===== src/rtl/fft_pkg.sv =====
// Shared types and helpers for the radix-2 DIT FFT address generator.
package fft_pkg;

  typedef enum logic [1:0] {
    IDLE  = 2'd0,
    RUN   = 2'd1,
    DRAIN = 2'd2,
    DONE  = 2'd3
  } agu_state_t;

  localparam int N_LOG2_DEF = 10;
  localparam int N_LOG2_MAX = 12;

  // Butterfly span (operand distance) of stage s.
  function automatic logic [N_LOG2_MAX-1:0] fft_span(input logic [3:0] s);
    return {{(N_LOG2_MAX-1){1'b0}}, 1'b1} << s;
  endfunction

endpackage


===== src/rtl/fft_agu_if.sv =====
// Start/descriptor handshake bundle between the FFT sequencer and its consumers.
interface fft_agu_if
  import fft_pkg::*;
#(
  parameter int N_LOG2 = N_LOG2_DEF
);
  localparam int SW = $clog2(N_LOG2);

  logic              start;
  logic              out_ready;
  logic              out_valid;
  logic [N_LOG2-1:0] addr_a;
  logic [N_LOG2-1:0] addr_b;
  logic [N_LOG2-2:0] tw_addr;
  logic [SW-1:0]     stage;
  logic              last_in_stage;
  logic              busy;
  logic              done;

  modport master (
    input  start, out_ready,
    output out_valid, addr_a, addr_b, tw_addr, stage, last_in_stage, busy, done
  );

  modport slave (
    output start, out_ready,
    input  out_valid, addr_a, addr_b, tw_addr, stage, last_in_stage, busy, done
  );

endinterface


===== src/rtl/fft_agu.sv =====
// In-place radix-2 DIT FFT address generator: walks all stages, one registered
// butterfly descriptor per handshake, with a drain gap after every stage.
//   state | meaning
//   IDLE  | waiting for start
//   RUN   | issuing descriptor (s, j); holds while out_ready is low
//   DRAIN | gap counter running down so the butterfly pipeline retires
//   DONE  | one-cycle completion pulse
module fft_agu
  import fft_pkg::*;
#(
  parameter int N_LOG2   = N_LOG2_DEF,
  parameter int BFLY_LAT = 4
) (
  input logic       clk,
  input logic       rst_n,
  fft_agu_if.master bus
);
  localparam int SW       = $clog2(N_LOG2);
  localparam int JW       = N_LOG2 - 1;
  localparam int GW       = (BFLY_LAT > 1) ? $clog2(BFLY_LAT) : 1;
  localparam int GAP_LOAD = (BFLY_LAT > 0) ? BFLY_LAT - 1 : 0;
  localparam logic [SW-1:0] S_LAST = SW'(N_LOG2 - 1);

  agu_state_t        state_q, state_d;
  logic [SW-1:0]     s_q, s_d;
  logic [JW-1:0]     j_q, j_d;
  logic [GW-1:0]     gap_q, gap_d;
  logic              stage_end;

  logic              valid_q, valid_d;
  logic              last_q, last_d;
  logic              busy_q, busy_d;
  logic              done_q, done_d;
  logic [N_LOG2-1:0] addr_a_q, addr_a_d;
  logic [N_LOG2-1:0] addr_b_q, addr_b_d;
  logic [JW-1:0]     tw_q, tw_d;

  logic [N_LOG2-1:0] span;
  logic [JW-1:0]     pos;
  logic [JW-1:0]     grp;

  always_comb begin
    state_d   = state_q;
    s_d       = s_q;
    j_d       = j_q;
    gap_d     = gap_q;
    stage_end = 1'b0;
    case (state_q)
      IDLE: begin
        if (bus.start) begin
          state_d = RUN;
          s_d     = '0;
          j_d     = '0;
        end
      end
      RUN: begin
        if (bus.out_ready) begin
          if (j_q != '1) begin
            j_d = j_q + 1'b1;
          end else if (BFLY_LAT > 0) begin
            state_d = DRAIN;
            gap_d   = GW'(GAP_LOAD);
          end else begin
            stage_end = 1'b1;
          end
        end
      end
      DRAIN: begin
        if (gap_q == '0) stage_end = 1'b1;
        else             gap_d     = gap_q - 1'b1;
      end
      DONE: begin
        state_d = IDLE;
        s_d     = '0;
        j_d     = '0;
      end
      default: state_d = IDLE;
    endcase

    // Stage advance happens in the same cycle the RUN/DRAIN exit is taken.
    if (stage_end) begin
      if (s_q != S_LAST) begin
        state_d = RUN;
        s_d     = s_q + 1'b1;
        j_d     = '0;
      end else begin
        state_d = DONE;
      end
    end
  end

  // Descriptor is derived from the next (s, j) so the outputs are pure flops.
  always_comb begin
    span     = N_LOG2'(fft_span(4'(s_d)));
    pos      = JW'(span - 1'b1) & j_d;
    grp      = j_d >> s_d;
    addr_a_d = (({1'b0, grp} << s_d) << 1) | {1'b0, pos};
    addr_b_d = addr_a_d | span;
    tw_d     = pos << (S_LAST - s_d);
    valid_d  = (state_d == RUN);
    last_d   = (state_d == RUN) && (j_d == '1);
    busy_d   = (state_d != IDLE);
    done_d   = (state_d == DONE);
  end

  always_ff @(posedge clk or negedge rst_n) begin
    if (!rst_n) begin
      state_q  <= IDLE;
      s_q      <= '0;
      j_q      <= '0;
      gap_q    <= '0;
      valid_q  <= 1'b0;
      last_q   <= 1'b0;
      busy_q   <= 1'b0;
      done_q   <= 1'b0;
      addr_a_q <= '0;
      addr_b_q <= '0;
      tw_q     <= '0;
    end else begin
      state_q  <= state_d;
      s_q      <= s_d;
      j_q      <= j_d;
      gap_q    <= gap_d;
      valid_q  <= valid_d;
      last_q   <= last_d;
      busy_q   <= busy_d;
      done_q   <= done_d;
      addr_a_q <= addr_a_d;
      addr_b_q <= addr_b_d;
      tw_q     <= tw_d;
    end
  end

  assign bus.out_valid     = valid_q;
  assign bus.addr_a        = addr_a_q;
  assign bus.addr_b        = addr_b_q;
  assign bus.tw_addr       = tw_q;
  assign bus.stage         = s_q;
  assign bus.last_in_stage = last_q;
  assign bus.busy          = busy_q;
  assign bus.done          = done_q;

endmodule


===== src/flat_wrapper.sv =====
// flat-port wrapper written by rule: the top's interface ports become plain ports
module fft_agu_flat import fft_pkg::*;
#(
  parameter int N_LOG2   = N_LOG2_DEF,
  parameter int BFLY_LAT = 4
)
  (clk, rst_n, bus_start, bus_out_ready, bus_out_valid, bus_addr_a, bus_addr_b, bus_tw_addr, bus_stage, bus_last_in_stage, bus_busy, bus_done);
  fft_agu_if #(.N_LOG2(N_LOG2)) bus_i ();
  input logic clk;
  input logic rst_n;
  input wire logic [$bits(bus_i.start)-1:0] bus_start;
  input wire logic [$bits(bus_i.out_ready)-1:0] bus_out_ready;
  output wire logic [$bits(bus_i.out_valid)-1:0] bus_out_valid;
  output wire logic [$bits(bus_i.addr_a)-1:0] bus_addr_a;
  output wire logic [$bits(bus_i.addr_b)-1:0] bus_addr_b;
  output wire logic [$bits(bus_i.tw_addr)-1:0] bus_tw_addr;
  output wire logic [$bits(bus_i.stage)-1:0] bus_stage;
  output wire logic [$bits(bus_i.last_in_stage)-1:0] bus_last_in_stage;
  output wire logic [$bits(bus_i.busy)-1:0] bus_busy;
  output wire logic [$bits(bus_i.done)-1:0] bus_done;
  assign bus_i.start = bus_start;
  assign bus_i.out_ready = bus_out_ready;
  assign bus_out_valid = bus_i.out_valid;
  assign bus_addr_a = bus_i.addr_a;
  assign bus_addr_b = bus_i.addr_b;
  assign bus_tw_addr = bus_i.tw_addr;
  assign bus_stage = bus_i.stage;
  assign bus_last_in_stage = bus_i.last_in_stage;
  assign bus_busy = bus_i.busy;
  assign bus_done = bus_i.done;
  fft_agu #(.N_LOG2(N_LOG2), .BFLY_LAT(BFLY_LAT)) u_core (.clk(clk), .rst_n(rst_n), .bus(bus_i));
endmodule

===== config.mk =====
export PLATFORM = sky130hd
export DESIGN_NAME = fft_agu_flat
export DESIGN_NICKNAME = d
export VERILOG_FILES = /design/src/rtl/fft_pkg.sv /design/src/rtl/fft_agu_if.sv /design/src/rtl/fft_agu.sv /design/src/flat_wrapper.sv
export SDC_FILE = /design/constraint.sdc
export NUM_CORES = 1
export LEC_CHECK = 0
export BUFFER_PORTS_ARGS = -buffer_cell sky130_fd_sc_hd__buf_4
export CELL_PAD_IN_SITES_DETAIL_PLACEMENT = 1
export CELL_PAD_IN_SITES_GLOBAL_PLACEMENT = 1
export CORE_ASPECT_RATIO = 1.2
export CORE_MARGIN = 3
export CORE_UTILIZATION = 45
export CTS_CLUSTER_SIZE = 30
export DETAILED_ROUTE_END_ITERATION = 10
export PLACE_DENSITY = 0.86
export SKIP_CTS_REPAIR_TIMING = 1
export SLEW_MARGIN = 20
export SYNTH_ARGS = -nofsm -noshare
export SYNTH_HDL_FRONTEND = slang
export SYNTH_SLANG_ARGS = --single-unit

===== constraint.sdc =====
create_clock -name clk -period 4.4 [get_ports clk]
set_clock_uncertainty 0.05 [all_clocks]
set_input_delay 0.44 -clock clk [delete_from_list [all_inputs] [get_ports clk]]
set_output_delay 0.44 -clock clk [all_outputs]
set_load 0.1 [all_outputs]

==> flow_summary.toml, run 1 <==
[timing]
maxSlewViolCount = 0
fmax_ghz = 0.248
worst_slack_ns = 0.365
relSlewSlack = 0.506
post-route-min-period_ns = 4.04
tns_ns = 0
worst_pin_slew_ns = 0.723
finalSetupViolCount = 0
fin_crit_sh = 0.917
hold_viol_final = 0
rsz0062_at_grt = "no"

[cts]
cts.reportedPaths.clkPinSlew_ns = 0.11
cts_buffer_depth = 2
cts_made_buffers = 5
cts_tree = "yes"
insertion_delay_ns = 0.31
root_buffer = "clkbuf_8"
cts_max_level = 2
cts.sinks = 50

[synth]
synthAdderAreaFrac = 0.0335
synthTopCellsByArea = "dfrtp_1 34%, o21ai_0 5.0%, nand2_1 4.2%"
synth_most_common_cell = "dfrtp_1"
synth_compound_area_frac = 0.317
synth_warnings = 0
yosysSeqAreaShare = 0.335
synth_ff_type = "dfrtp_1"
ys_ff_latch = 50
synth.area.mux_share = 0.0107
synthArstFlopShare = 1.00
syn_avg_cell_area_um2 = 8.48
synth_common_cells = "50 x dfrtp_1, 42 x nand2_1, 37 x o21ai_0"
postSynthCellCount = 440
synth_edf_count = 0
synth_xor_area_frac = 0.0188
synthSimpleGateAreaFrac = 0.217
synth_top_family_by_area = "compound AO/OA/AOI/OAI gates"
synth_top_area_share = 0.335
syn_nets = 454
synth_top_area_cell = "dfrtp_1"
synth.distinct_cells = 78
synthesis.area_mm2 = 0.00373

[placement]
place.gp.congestion = 1.01
dp_slack_ns = 0.509
postPlaceCellArea_mm2 = 0.00407
dpl.hpwl_um = 9670
port_buffers = 40

[global_route]
grt_max_degree = 51
overflow = 0
grt_pass1_wl_um = 21300
grt.total_usage = 0.287
antenna_found_initial = 0
grt_pass1_vias = 4058

[final_layout]
seq_area_mm2 = 0.00125
n_antenna_cell = 0
multi_input_area_mm2 = 0.00223
areaGrowthSynthToFinish_pct = 11.8
drive_above_1_share = 0.189
fin_nets = 483
fillers = 971
fin_area_mm2 = 0.00417

[hold_path]
hold_path_class = "primary input to asynchronous set/reset pin"

[setup_path]
crit_path_start_kind = "flop"
end_kind = "flop"
cp.arrival_ns = 4.19
cp_max_fo = 10
path_class = "flop to flop"
required_ns = 4.55

[power]
p_per_area_mw_per_mm2 = 387
leakagePower_nw = 1.76
switching_share = 0.492
pwr-share-seq = 0.364
power_mw = 1.61
clock_power_share = 0.184
power_frac_comb = 0.452
p_sw_mw = 0.794
ir_drop_uv = 309
p_int_mw = 0.819

[drt]
vias = 3788
drt-vias-per-instance = 6.74
dr.first_iter.drc_count = 331
ant_nets = 0
drt_wl_total_um = 13000
routedWlPerCell_um = 23.1
drc = 0
first_pass_iters = 5

[floorplan]
die_width_um = 89.1
core_mm2 = 0.00788
dieArea_mm2 = 0.00943
row_count = 35
initial_core_util = 0.473
die_y_um = 106
ios = 41

[flow_run]
maxCapViolCount = 0

[outcome]
status = "finished, final reports clean"
[per-layer routing]
layer  global-route usage  part of all wire  vias up
li1                     -                 -     1710
met1                0.361              0.41     1854
met2                0.483              0.50      156
met3               0.0383             0.049       68
met4                0.118             0.047        0
met5                    0                 0        -
[sequential cells by signal, indices dropped and copies added (netlist names), 2 cells and up]
register / count
u_core.bus.addr_a: 10
u_core.bus.addr_b: 10
u_core.bus.stage: 4
u_core.bus.tw_addr: 9
u_core.gap_q: 2
u_core.j_q: 9
u_core.state_q: 2
[cell type report]
| class | instances | share of cell area |
|---|---|---|
| clock buffers | 6 | 0.0198 |
| inverters | 25 | 0.0231 |
| clock inverters | 2 | 0.00390 |
| repair buffers | 51 | 0.0918 |
| well taps | 92 | 0.0276 |
| multi-input cells | 336 | 0.534 |
| flip-flops and latches | 50 | 0.300 |
[per-stage QoR]
stage	instances	hold WS, ns	utilization
after floorplan	440	0.0944	-
after detailed placement	554	0.467	0.517
after global routing	562	0.144	0.529
after global placement	554	0.451	0.517
after CTS	562	0.129	0.529
final	562	0.0905	0.529
[path summary, 6_finish.rpt]
| kind | from | end | slack (ns) | cells past startpoint |
|---|---|---|---|---|
| setup / recovery | u_core.bus.stage[1]$_DFF_PN0_ | u_core.bus.tw_addr[6]$_DFF_PN0_ | 0.36 | 16 |
| hold / removal | rst_n | u_core.gap_q[0]$_DFFE_PN0P_ | 0.09 | 1 |
| setup reg to reg | u_core.bus.stage[1]$_DFF_PN0_ | u_core.bus.tw_addr[6]$_DFF_PN0_ | 0.36 | 16 |
| hold reg to reg | u_core.gap_q[0]$_DFFE_PN0P_ | u_core.gap_q[0]$_DFFE_PN0P_ | 0.50 | 2 |
| max in group asynchronous | rst_n | u_core.bus.stage[1]$_DFF_PN0_ | 3.74 | 1 |
| min in group clk | u_core.gap_q[0]$_DFFE_PN0P_ | u_core.gap_q[0]$_DFFE_PN0P_ | 0.50 | 2 |
[logic make-up (layout without fill, tap and decap cells)]
group,count (synthesis),after routing
AO/OA/AOI/OAI,160,160
XOR/XNOR,8,8
adder cells (fa/ha/maj),10,10
buffers and inverters,54,84
flip-flops,50,50
multiplexers,4,4
AND/OR/NAND/NOR,154,154
[critical path: stages, from the launching register on]
cell and delay (ns):
dfrtp_1 0.56, inv_1 0.10, ha_1 0.22, and3b_1 0.32, o221ai_2 0.42, nand2_4 0.09, inv_2 0.09, nand3_1 0.16
nor2_1 0.40, inv_1 0.14, ha_1 0.36, and3_1 0.20, a21oi_1 0.24, a2bb2oi_1 0.29, a21oi_1 0.12, o31ai_1 0.09
a21oi_1 0.08
[placed cells by master, fill, tap and decap left out, types with 10 or more instances in the layout]
| cell type | instances |
|---|---|
| a21oi_1 | 19 |
| buf_4 | 51 |
| dfrtp_1 | 50 |
| ha_1 | 10 |
| inv_1 | 18 |
| nand2_1 | 42 |
| nand3_1 | 23 |
| nand4_1 | 11 |
| nor2_1 | 26 |
| o211ai_1 | 14 |
| o21ai_0 | 37 |
[power groups by stage]
stage,sequential [mW],clock (mW),combinational (mW)
after floorplan,0.883,0,0.246
after global placement,0.590,0,0.709
after detailed placement,0.594,0,0.722
after CTS,0.585,0.304,0.726
after global routing,0.597,0.323,0.765
final,0.587,0.297,0.729
Note: power is estimated with default switching activity, not from simulation.
==> run 2, diff against run 1 <==
Settings changed: CORE_MARGIN 3 to 8, CORE_UTILIZATION 45 to 35, PLACE_DENSITY 0.86 to 0.7.
==> flow_summary.toml, run 2 (synthesized netlist as in run 1, its figures left out) <==
[flow_run]
maxCapViolCount = 0

[setup_path]
end_kind = "flop"
cp.arrival_ns = 4.23
crit_path_start_kind = "flop"
required_ns = 4.59
crit_slowest_cell = "dfrtp_1"
r2r_end = "u_core.bus.tw_addr[8]$_DFF_PN0_"
path_class = "flop to flop"
cp_max_fo = 19
r2r_start = "u_core.bus.stage[1]$_DFF_PN0_"
r2r_slack_ns = 0.36
reg2reg_depth = 15
cp_cell_sequence = "inv_1 > ha_1 > and3b_1 > o221ai_2 > nand2_4 > inv_2 > nand3_1 > nor2_1 > inv_1 > ha_1 > nor3_1 > a21oi_1 > or3_1 > o31ai_1 > a311o_1"
slowest_delay_ns = 0.55

[timing]
post-route-min-period_ns = 4.04
maxSlewViolCount = 0
finalSetupViolCount = 0
hold_slack_ns = 0.121
tns_ns = 0
relSlewSlack = 0.525
worst_pin_slew_ns = 0.694
hold_viol_final = 0
fin_crit_sh = 0.919
rsz0062_at_grt = "no"
fmax_ghz = 0.247

[floorplan]
core_mm2 = 0.0105
die_y_um = 129
dieArea_mm2 = 0.0142
initial_core_util = 0.357
row_count = 41
die_width_um = 110
ios = 41

[drt]
dr.first_iter.drc_count = 171
routedWlPerCell_um = 21.7
drt-vias-per-instance = 6.29
first_pass_iters = 4
drt_wl_total_um = 13000
vias = 3761
drc = 0
ant_nets = 0

[placement]
dpl.hpwl_um = 9790
port_buffers = 40
place.gp.congestion = 0.915

[hold_path]
hold_path_class = "primary input to asynchronous set/reset pin"

[cts]
cts_max_level = 2
cts_buffer_depth = 2
root_buffer = "clkbuf_16"
cts_made_buffers = 5
cts.sinks = 50
cts_tree = "yes"
cts.reportedPaths.clkPinSlew_ns = 0.07
insertion_delay_ns = 0.30

[global_route]
antenna_found_initial = 0
grt.total_usage = 0.191
overflow = 0
grt_pass1_vias = 3929
grt_pass1_wl_um = 21300
grt_max_degree = 51

[final_layout]
layout_common_cells = "50 x buf_4, 50 x dfrtp_1, 42 x nand2_1, 37 x o21ai_0, 26 x nor2_1"
n_antenna_cell = 0
drive_above_1_share = 0.188
post-route-util = 0.408
fin_nets = 482
areaGrowthSynthToFinish_pct = 14.4
fillers = 1303

[outcome]
status = "finished, final reports clean"

[power]
ir_drop_uv = 422
leakagePower_nw = 1.79
p_per_area_mw_per_mm2 = 404
-- run 2: cell types whose count changed in the layout (fill, tap and decap cells not counted) --
cell        before  now
nor2b_4          0    1
clkinv_4         0    1
inv_8            0    1
clkbuf_16        0    5
nor2b_2          1    0
clkbuf_8         6    0
clkinvlp_4       1    0
buf_4           51   50
-- run 2: layer usage --
layer | part of all wire | GRT usage
met5 | 0 | 0
met4 | 0.041 | 0.0896
met3 | 0.048 | 0.0268
met2 | 0.50 | 0.323
met1 | 0.41 | 0.231
-- run 2: through the flow --
stage,cells,power (mW),instance area [µm²],setup WS [ns]
3_5_place_dp,590,1.32,4110,0.406
4_1_cts,598,1.74,4270,0.374
2_1_floorplan,440,1.13,3730,0.274
6_report,598,1.73,4270,0.356
3_3_place_gp,590,1.32,4110,0.481
5_1_grt,598,1.80,4270,0.0342
-- run 2: worst max path at each step --
stage / slack (ns) / from / end / cells after the start
floorplan: 0.27 / u_core.bus.stage[1]$_DFF_PN0_ / u_core.bus.tw_addr[8]$_DFF_PN0_ / 19
global placement: 0.48 / u_core.state_q[0]$_DFF_PN0_ / u_core.bus.addr_a[4]$_DFF_PN0_ / 13
detailed placement: 0.41 / u_core.bus.stage[1]$_DFF_PN0_ / u_core.bus.tw_addr[8]$_DFF_PN0_ / 15
CTS: 0.37 / u_core.bus.stage[1]$_DFF_PN0_ / u_core.bus.tw_addr[8]$_DFF_PN0_ / 15
global route: 0.03 / u_core.bus.stage[1]$_DFF_PN0_ / u_core.bus.tw_addr[6]$_DFF_PN0_ / 16
finish: 0.36 / u_core.bus.stage[1]$_DFF_PN0_ / u_core.bus.tw_addr[8]$_DFF_PN0_ / 15
-- run 2: cell type report --
| class | instances | area [µm²] | area share |
|---|---|---|---|
| multi-input cells | 336 | 2230 | 0.523 |
| flip-flops and latches | 50 | 1250 | 0.293 |
| inverters | 25 | 96.3 | 0.0226 |
| clock inverters | 3 | 28.8 | 0.00674 |
| repair buffers | 50 | 375 | 0.0879 |
| clock buffers | 5 | 125 | 0.0293 |
| well taps | 129 | 161 | 0.0378 |
-- run 2: power breakdown --
part,internal [mW],switching (mW)
Combinational,0.163,0.562
Clock,0.218,0.189
Sequential,0.526,0.0676
Total,0.907,0.819
-- run 2: worst max-delay path, delay by kind of cell, from the launching register on --
| kind | cells | cell delay (ns) |
|---|---|---|
| adders and majority gates | 2 | 0.51 |
| and+or+nand+nor | 6 | 1.55 |
| DFF | 1 | 0.55 |
| AOI/OAI and AO/OA | 4 | 0.83 |
| buffers and inverters | 3 | 0.49 |
==> run 3, diff against run 2 <==
Settings changed: PLACE_DENSITY 0.7 to 0.75.
==> flow_summary.toml, run 3 (synthesized netlist as in run 1, its figures left out) <==
[hold_path]
hold_path_class = "primary input to asynchronous set/reset pin"

[timing]
post-route-min-period_ns = 3.98
fmax_ghz = 0.251
hold_viol_final = 0
finalSetupViolCount = 0
maxSlewViolCount = 0
fin_crit_sh = 0.904
worst_slack_ns = 0.423
rsz0062_at_grt = "no"
tns_ns = 0
worst_pin_slew_ns = 0.720
relSlewSlack = 0.515

[setup_path]
r2r_slack_ns = 0.42
end_kind = "flop"
path_class = "flop to flop"
cp_max_fo = 19
cp.arrival_ns = 4.15
crit_path_start_kind = "flop"
required_ns = 4.57

[final_layout]
layout_common_cells = "51 x buf_4, 50 x dfrtp_1, 42 x nand2_1, 37 x o21ai_0, 26 x nor2_1"
seq_area_mm2 = 0.00125
fillers = 1271
areaGrowthSynthToFinish_pct = 15.0
final_common_cell = "buf_4"
n_antenna_cell = 0
multi_input_area_mm2 = 0.00223
instances_no_fill = 599
fin_area_mm2 = 0.00429
drive_above_1_share = 0.189
fin_nets = 483

[placement]
place.gp.congestion = 0.959
port_buffers = 40
dp_cells = 591
dp_slack_ns = 0.469
postPlaceCellArea_mm2 = 0.00412
dpl.hpwl_um = 9770

[outcome]
status = "finished, final reports clean"

[power]
pwr-share-seq = 0.334
clock_power_share = 0.257
switching_share = 0.456
ir_drop_uv = 260
leakagePower_nw = 1.80
p_per_area_mw_per_mm2 = 411
power_frac_comb = 0.410
p_sw_mw = 0.804
p_int_mw = 0.961

[global_route]
grt.total_usage = 0.188
grt_pass1_vias = 3949
antenna_found_initial = 0
grt_max_degree = 51
grt_pass1_wl_um = 21100
overflow = 0

[cts]
cts.reportedPaths.clkPinSlew_ns = 0.07
insertion_delay_ns = 0.29
cts_tree = "yes"
cts_buffer_depth = 2
cts_max_level = 2
cts_made_buffers = 5
root_buffer = "clkbuf_16"
cts.sinks = 50

[drt]
drt-vias-per-instance = 6.32
routedWlPerCell_um = 21.8
ant_nets = 0
drt_wl_total_um = 13000
drc = 0
first_pass_iters = 5
dr.first_iter.drc_count = 378
vias = 3787

[floorplan]
die_width_um = 110
core_mm2 = 0.0105
initial_core_util = 0.357
ios = 41
die_y_um = 129
row_count = 41
dieArea_mm2 = 0.0142

[flow_run]
maxCapViolCount = 0
-- run 3: cell count changes in the layout (fill, tap and decap cells not counted) --
cell       before  now
buf_4          50   51
nor2b_4         1    0
bufinv_16       0    1
nor2b_2         0    1
inv_8           1    0
-- run 3: area by class of cell --
class | instances | share of cell area
clock buffers | 5 | 0.0292
clock inverters | 3 | 0.0111
inverters | 25 | 0.0224
multi-input cells | 336 | 0.519
flip-flops and latches | 50 | 0.292
well taps | 129 | 0.0376
repair buffers | 51 | 0.0892
-- run 3: worst paths after layout --
kind,cells past startpoint,end,startpoint
worst max-delay path,16,u_core.bus.tw_addr[6]$_DFF_PN0_,u_core.bus.stage[1]$_DFF_PN0_
worst min-delay path,1,u_core.bus.done$_DFF_PN0_,rst_n
worst max register to register,16,u_core.bus.tw_addr[6]$_DFF_PN0_,u_core.bus.stage[1]$_DFF_PN0_
worst min register to register,2,u_core.gap_q[0]$_DFFE_PN0P_,u_core.gap_q[0]$_DFFE_PN0P_
max in group asynchronous,1,u_core.bus.tw_addr[0]$_DFF_PN0_,rst_n
min in group clk,2,u_core.gap_q[0]$_DFFE_PN0P_,u_core.gap_q[0]$_DFFE_PN0P_
-- run 3: stage by stage --
stage	power, mW	hold slack (ns)	util
2_1_floorplan	1.13	0.0944	-
3_3_place_gp	1.31	0.457	0.394
3_5_place_dp	1.32	0.467	0.394
4_1_cts	1.78	0.148	0.410
5_1_grt	1.84	0.184	0.410
6_report	1.77	0.118	0.410
-- run 3: routing by layer --
metal	wire, µm	GRT usage
met1	5340	0.227
met2	6530	0.314
met5	0	0
met3	583	0.0293
met4	574	0.0966
-- run 3: worst max-delay path, cell delays in order, from the launching register on --
cell	delay (ns)
dfrtp_1	0.52
inv_1	0.09
ha_1	0.20
and3b_1	0.31
o221ai_2	0.41
nand2_4	0.08
inv_2	0.28
nand3_1	0.19
nor2_1	0.27
inv_1	0.11
ha_1	0.34
o21ai_2	0.17
xnor2_1	0.21
nand2_1	0.13
mux2i_1	0.30
o31ai_1	0.10
a21oi_1	0.13
-- run 3: power groups by stage --
| stage | Sequential (mW) | Clock [mW] | Combinational [mW] |
|---|---|---|---|
| floorplan | 0.883 | 0 | 0.246 |
| global placement | 0.597 | 0 | 0.716 |
| detailed placement | 0.597 | 0 | 0.722 |
| CTS | 0.589 | 0.468 | 0.726 |
| global route | 0.600 | 0.483 | 0.756 |
| finish | 0.589 | 0.453 | 0.723 |
